File: src/rtl/fwd_pkg.sv
`default_nettype none
// ============================================================================
//  Module      : fwd_pkg
//  Description : Shared select codes, register constants and pipeline slot
//                record for the EX-stage forwarding select controller.
//  Revision    : 1.0  initial release
// ============================================================================
package fwd_pkg;

    localparam int ADDR_W = 3;

    localparam logic [1:0] SEL_RF      = 2'b00;
    localparam logic [1:0] SEL_MEM     = 2'b01;
    localparam logic [1:0] SEL_WB      = 2'b10;
    localparam logic [1:0] SEL_ILLEGAL = 2'b11;

    localparam logic [ADDR_W-1:0] REG_ZERO = '0;

    typedef logic [1:0] sel_t;

    typedef struct packed {
        logic              valid;
        logic [ADDR_W-1:0] rd;
        logic              we;
        logic              is_load;
    } slot_t;

    localparam slot_t SLOT_BUBBLE = '0;

endpackage
`default_nettype wire

File: src/rtl/fwd_sel_ctrl_if.sv
`default_nettype none
// ============================================================================
//  Module      : fwd_sel_ctrl_if
//  Description : ID-side request bundle and EX-side select/stall responses.
//  Revision    : 1.0  initial release
// ============================================================================
interface fwd_sel_ctrl_if #(
    parameter int REG_ADDR_W = 3,
    parameter int CNT_W      = 16
);
    logic                  id_valid;
    logic [REG_ADDR_W-1:0] id_rs1;
    logic [REG_ADDR_W-1:0] id_rs2;
    logic [REG_ADDR_W-1:0] id_rd;
    logic                  id_we;
    logic                  id_is_load;
    logic                  flush;
    logic [1:0]            ex_sel_a;
    logic [1:0]            ex_sel_b;
    logic                  stall;
    logic [CNT_W-1:0]      stall_count;

    modport master (
        output id_valid, id_rs1, id_rs2, id_rd, id_we, id_is_load, flush,
        input  ex_sel_a, ex_sel_b, stall, stall_count
    );

    modport slave (
        input  id_valid, id_rs1, id_rs2, id_rd, id_we, id_is_load, flush,
        output ex_sel_a, ex_sel_b, stall, stall_count
    );
endinterface
`default_nettype wire

File: src/rtl/fwd_match.sv
`default_nettype none
// ============================================================================
//  Module      : fwd_match
//  Description : Per-operand producer match; picks the youngest forwardable
//                in-flight result for one source specifier.
//  Revision    : 1.0  initial release
// ============================================================================
module fwd_match
    import fwd_pkg::*;
#(
    parameter int REG_ADDR_W = ADDR_W
) (
    input  wire logic [REG_ADDR_W-1:0] i_rs,
    input  wire slot_t                 i_ex,
    input  wire slot_t                 i_mem,
    output sel_t                       o_sel
);

    logic w_rs_nz;
    logic w_ex_hit;
    logic w_mem_hit;
    logic w_unused_mem_load;

    assign w_rs_nz = (i_rs != REG_ZERO);

    // A load still in EX cannot forward from MEM next cycle; the stall covers it.
    assign w_ex_hit  = i_ex.valid & i_ex.we & ~i_ex.is_load & (i_ex.rd == i_rs) & w_rs_nz;
    assign w_mem_hit = i_mem.valid & i_mem.we & (i_mem.rd == i_rs) & w_rs_nz;

    assign w_unused_mem_load = i_mem.is_load;

    always_comb begin
        o_sel = SEL_RF;
        if (w_ex_hit) begin
            o_sel = SEL_MEM;
        end else if (w_mem_hit) begin
            o_sel = SEL_WB;
        end
    end

endmodule
`default_nettype wire

File: src/rtl/fwd_sel_ctrl.sv
`default_nettype none
// ============================================================================
//  Module      : fwd_sel_ctrl
//  Description : EX-stage forwarding select generator with load-use stall
//                detection and a saturating stall-cycle counter.
//  Revision    : 1.0  initial release
// ============================================================================
module fwd_sel_ctrl
    import fwd_pkg::*;
#(
    parameter int REG_ADDR_W = ADDR_W,
    parameter int CNT_W      = 16
) (
    input wire logic      clk,
    input wire logic      rst,
    fwd_sel_ctrl_if.slave bus
);

    slot_t            r_ex;
    slot_t            r_mem;
    slot_t            r_wb;
    sel_t             r_sel_a;
    sel_t             r_sel_b;
    logic [CNT_W-1:0] r_stall_count;

    slot_t            w_id_slot;
    sel_t             w_sel_a;
    sel_t             w_sel_b;
    logic             w_src_hit;
    logic             w_stall;
    logic             w_enter;
    logic             w_cnt_max;
    logic             w_unused_wb;

    always_comb begin
        w_id_slot         = SLOT_BUBBLE;
        w_id_slot.valid   = 1'b1;
        w_id_slot.rd      = bus.id_rd;
        w_id_slot.we      = bus.id_we;
        w_id_slot.is_load = bus.id_is_load;
    end

    assign w_src_hit = (r_ex.rd == bus.id_rs1) | (r_ex.rd == bus.id_rs2);
    assign w_stall   = bus.id_valid & r_ex.valid & r_ex.we & r_ex.is_load &
                       (r_ex.rd != REG_ZERO) & w_src_hit & ~bus.flush;

    assign w_enter   = bus.id_valid & ~w_stall & ~bus.flush;
    assign w_cnt_max = &r_stall_count;

    fwd_match #(.REG_ADDR_W(REG_ADDR_W)) u_match_a (
        .i_rs  (bus.id_rs1),
        .i_ex  (r_ex),
        .i_mem (r_mem),
        .o_sel (w_sel_a)
    );

    fwd_match #(.REG_ADDR_W(REG_ADDR_W)) u_match_b (
        .i_rs  (bus.id_rs2),
        .i_ex  (r_ex),
        .i_mem (r_mem),
        .o_sel (w_sel_b)
    );

    always_ff @(posedge clk) begin
        if (rst) begin
            r_ex          <= SLOT_BUBBLE;
            r_mem         <= SLOT_BUBBLE;
            r_wb          <= SLOT_BUBBLE;
            r_sel_a       <= SEL_RF;
            r_sel_b       <= SEL_RF;
            r_stall_count <= '0;
        end else begin
            r_wb    <= r_mem;
            // A flushed EX instruction is squashed rather than advanced.
            r_mem   <= bus.flush ? SLOT_BUBBLE : r_ex;
            r_ex    <= w_enter ? w_id_slot : SLOT_BUBBLE;
            r_sel_a <= w_enter ? w_sel_a : SEL_RF;
            r_sel_b <= w_enter ? w_sel_b : SEL_RF;
            if (w_stall && !w_cnt_max) begin
                r_stall_count <= r_stall_count + CNT_W'(1);
            end
        end
    end

    // WB only retires here; it is kept for pipeline visibility.
    assign w_unused_wb = ^r_wb;

    assign bus.ex_sel_a    = r_sel_a;
    assign bus.ex_sel_b    = r_sel_b;
    assign bus.stall       = w_stall;
    assign bus.stall_count = r_stall_count;

endmodule
`default_nettype wire

File: src/flat_wrapper.sv
// flat-port wrapper written by rule: the top's interface ports become plain ports
module fwd_sel_ctrl_flat import fwd_pkg::*;
#(
    parameter int REG_ADDR_W = ADDR_W,
    parameter int CNT_W      = 16
)
  (clk, rst, bus_id_valid, bus_id_rs1, bus_id_rs2, bus_id_rd, bus_id_we, bus_id_is_load, bus_flush, bus_ex_sel_a, bus_ex_sel_b, bus_stall, bus_stall_count);
  fwd_sel_ctrl_if #(.REG_ADDR_W(REG_ADDR_W), .CNT_W(CNT_W)) bus_i ();
  input wire logic clk;
  input wire logic rst;
  input wire logic [$bits(bus_i.id_valid)-1:0] bus_id_valid;
  input wire logic [$bits(bus_i.id_rs1)-1:0] bus_id_rs1;
  input wire logic [$bits(bus_i.id_rs2)-1:0] bus_id_rs2;
  input wire logic [$bits(bus_i.id_rd)-1:0] bus_id_rd;
  input wire logic [$bits(bus_i.id_we)-1:0] bus_id_we;
  input wire logic [$bits(bus_i.id_is_load)-1:0] bus_id_is_load;
  input wire logic [$bits(bus_i.flush)-1:0] bus_flush;
  output wire logic [$bits(bus_i.ex_sel_a)-1:0] bus_ex_sel_a;
  output wire logic [$bits(bus_i.ex_sel_b)-1:0] bus_ex_sel_b;
  output wire logic [$bits(bus_i.stall)-1:0] bus_stall;
  output wire logic [$bits(bus_i.stall_count)-1:0] bus_stall_count;
  assign bus_i.id_valid = bus_id_valid;
  assign bus_i.id_rs1 = bus_id_rs1;
  assign bus_i.id_rs2 = bus_id_rs2;
  assign bus_i.id_rd = bus_id_rd;
  assign bus_i.id_we = bus_id_we;
  assign bus_i.id_is_load = bus_id_is_load;
  assign bus_i.flush = bus_flush;
  assign bus_ex_sel_a = bus_i.ex_sel_a;
  assign bus_ex_sel_b = bus_i.ex_sel_b;
  assign bus_stall = bus_i.stall;
  assign bus_stall_count = bus_i.stall_count;
  fwd_sel_ctrl #(.REG_ADDR_W(REG_ADDR_W), .CNT_W(CNT_W)) u_core (.clk(clk), .rst(rst), .bus(bus_i));
endmodule
File: config.mk
export PLATFORM = sky130hd
export DESIGN_NAME = fwd_sel_ctrl_flat
export DESIGN_NICKNAME = d
export VERILOG_FILES = /design/src/rtl/fwd_pkg.sv /design/src/rtl/fwd_sel_ctrl_if.sv /design/src/rtl/fwd_match.sv /design/src/rtl/fwd_sel_ctrl.sv /design/src/flat_wrapper.sv
export SDC_FILE = /design/constraint.sdc
export NUM_CORES = 1
export LEC_CHECK = 0
export BUFFER_PORTS_ARGS = -buffer_cell sky130_fd_sc_hd__buf_2
export CAP_MARGIN = 25
export CORE_ASPECT_RATIO = 1.5
export CORE_MARGIN = 5
export CORE_UTILIZATION = 49
export CTS_BUF_LIST = sky130_fd_sc_hd__clkbuf_4
export DETAILED_ROUTE_END_ITERATION = 8
export PLACE_DENSITY = 0.84
export SYNTH_ARGS = -nofsm -noshare
export SYNTH_HDL_FRONTEND = slang
export SYNTH_SLANG_ARGS = --single-unit
File: constraint.sdc
create_clock -name clk -period 1.74 [get_ports clk]
set_clock_uncertainty 0.2 [all_clocks]
set_input_delay 0.261 -clock clk [delete_from_list [all_inputs] [get_ports clk]]
set_output_delay 0.261 -clock clk [all_outputs]
set_load 0.01 [all_outputs]
==> out/metrics.cfg <==
[outcome]
outcome=finished, violations left
violations=negative setup slack

[global_route]
overflow=0
grt_pass1_wl_mm=6.96
track_usage_pct=22.1
grt_pass1_vias=1554
grt_max_degree=20
antenna_found_initial=0

[drt]
vias_per_cell=5.46
drc=0
ant_nets=0
dr.pass1.iters=4
vias=1588
wl_per_cell_um=14.9
wl_mm=4.32
dr.first_iter.drc_count=30

[critical_path]
end_kind=register
crit_arrival_ns=2.13
critPathKind=register to register
worst-path-max-fanout=7
cp.required_ns=1.81
startpoint_type=register

[die]
die_w_um=54.5
die-area_sq_mm=0.00419
initial_core_util_pct=50.5
rows=24
boundaryPins=36
core-area_sq_mm=0.00288
die_y_um=76.8

[sta]
setup_viol=16
timing.slew.headroom_pct=69.9
hold_viol=0
clock.fmax_ghz=0.486
slew_violations=0
tightestPinTransition_ns=0.446
holdWs_ns=0.0994
fin_crit_sh_pct=118
timing.final.ws_setup_ns=-0.319
rsz0062_at_grt=true
fin_crit_ns=2.06

[yosys]
yosys_register_bits=31
ys_top_cells_by_area=dfxtp_1 (43%), or4_1 (5.2%), and2_1 (4.7%)
synth_edf_count=0
yosysMostFrequentCell=dfxtp_1
ys_types=32
synth-main-ff-cell=dfxtp_1
synthCells=165
avgSynthCellArea_sq_um=8.83
ys_async_sr_fraction_pct=0
synth_nets=181
yosys-top-cells-count=dfxtp_1 (31), a21oi_1 (13), and2_1 (11), nand2_1 (11)
ys_seq_area_share_pct=42.6
yosys.area.top_type=dfxtp_1
yosys.area.top_type_share_pct=42.6
ys_warn_count=0
netlist_area_sq_mm=0.00146

[power]
p_seq_share_pct=58.0
powerDensity_mw_per_mm2=543
p_int_mw=0.947
pwr-share-clk_pct=34.4
comb_power_share_pct=7.6
leakage_nw=0.978
power.total_mw=1.23
swShare_pct=23.0
ir_drop_v=0.000540
p_sw_mw=0.283

[finish]
finalCoreUtilization_pct=78.5
drive_gt1_share_pct=48.4
n_antenna_cell=0
syn_to_final_growth_pct=55.4
fin_nets=267

[cts]
tritoncts=built
clock_sinks=31
clk_path_buf_depth=2
clockRootBuffer=clkbuf_4
clkSlewWorstSetupHoldPaths_ns=0.09
numCtsBuffers=5
htree_levels=2
insertion_delay_ns=0.33

[place]
gp_congestion=0.805
numPortBuffers=35
dpl.hpwl_mm=2.93

[worst_hold_path]
hold_path.class=primary input to register

[flow_run]
cap_violations=0

-- path summary, 6_finish.rpt --
check | cells after the start | slack [ns] | to | from
setup reg to reg | 7 | -0.32 | u_core.bus.stall_count[15] | u_core.r_ex[4]
setup / recovery | 7 | -0.32 | u_core.bus.stall_count[15] | u_core.r_ex[4]
hold reg to reg | 2 | 0.28 | u_core.bus.ex_sel_b[1] | u_core.r_mem[1]
hold / removal | 4 | 0.1 | u_core.r_ex[5] | rst
-- worst max-delay path: stages, from the launching register on --
cell	delay, ns
dfxtp_2	0.35
xor2_1	0.15
nor3_2	0.27
o21ai_2	0.12
buf_6	0.15
buf_6	0.12
or4_4	0.47
a21oi_2	0.16
-- repair_timing --
action	4_1_cts	5_1_grt
pin swaps	6	8
hold buffers	5	0
hold endpoints to repair	5	0
gates cloned	1	1
buffers inserted	5	2
resized for setup	12	14
endpoints found under the setup margin	17	19
-- registers in the layout, summed over array words and instances, names as in the netlist --
name                    cells
u_core.bus.stall_count     16
u_core.r_ex                 6
u_core.r_mem                5
u_core.bus.ex_sel_a         2
u_core.bus.ex_sel_b         2
-- cells in the final DEF (no fill, tap or decap), types with 5 or more instances in the layout --
cell	n
xor2_1	5
nand2_1	10
dfxtp_2	5
a21oi_1	11
o21ai_0	5
or4_1	8
buf_6	8
o31ai_1	7
clkbuf_4	7
and2_1	11
buf_4	37
dlygate4sd3_1	5
nor2_1	10
dfxtp_1	22
nand3_1	9
buf_2	36
-- metrics by stage --
stage          worst slack (ns)  TNS, ns  std cells  area, sq um
2_1_floorplan            -0.133   -0.160        165         1530
3_3_place_gp             -0.298    -3.72        269         1980
3_5_place_dp             -0.371    -4.97        269         1980
4_1_cts                  -0.294    -3.47        288         2180
5_1_grt                  -0.412    -5.08        291         2260
6_report                 -0.319    -3.41        291         2260
-- cells by family after synthesis --
kind of cell / after synthesis / synth area share, %
buffers and inverters: 11 / 4.04
multiplexers: 3 / 2.32
AND/OR/NAND/NOR: 77 / 30.8
adder cells (fa/ha/maj): 1 / 0.859
AO/OA/AOI/OAI: 32 / 13.3
XOR/XNOR: 10 / 6.01
flip-flops: 31 / 42.6
-- power groups by stage --
stage	Combinational, mW	Clock, mW	Sequential [mW]
after global placement	0.0777	0	0.732
after CTS	0.0907	0.432	0.715
after global routing	0.103	0.477	0.715
after detailed placement	0.0812	0	0.732
after floorplan	0.0344	0	0.731
final	0.0931	0.424	0.713
-- area by class of cell --
cell class,instances,area (sq um)
Tap cell,39,48.8
Clock buffer,7,52.6
Inverter,4,15.0
Sequential cell,31,642
Multi-Input combinational cell,123,902
Clock inverter,1,5.00
Fill cell,198,619
Timing Repair Buffer,86,598
-- metal layers --
layer	wire (um)	up-vias	global-route usage (%)	share of wire, %
li1	-	777	-	-
met1	1480	752	22.8	34
met2	2530	48	40.2	59
met3	217	11	5.04	5.0
met4	92	0	8.73	2.1
met5	0	-	0	0
Power figures use the tool's default switching activity.
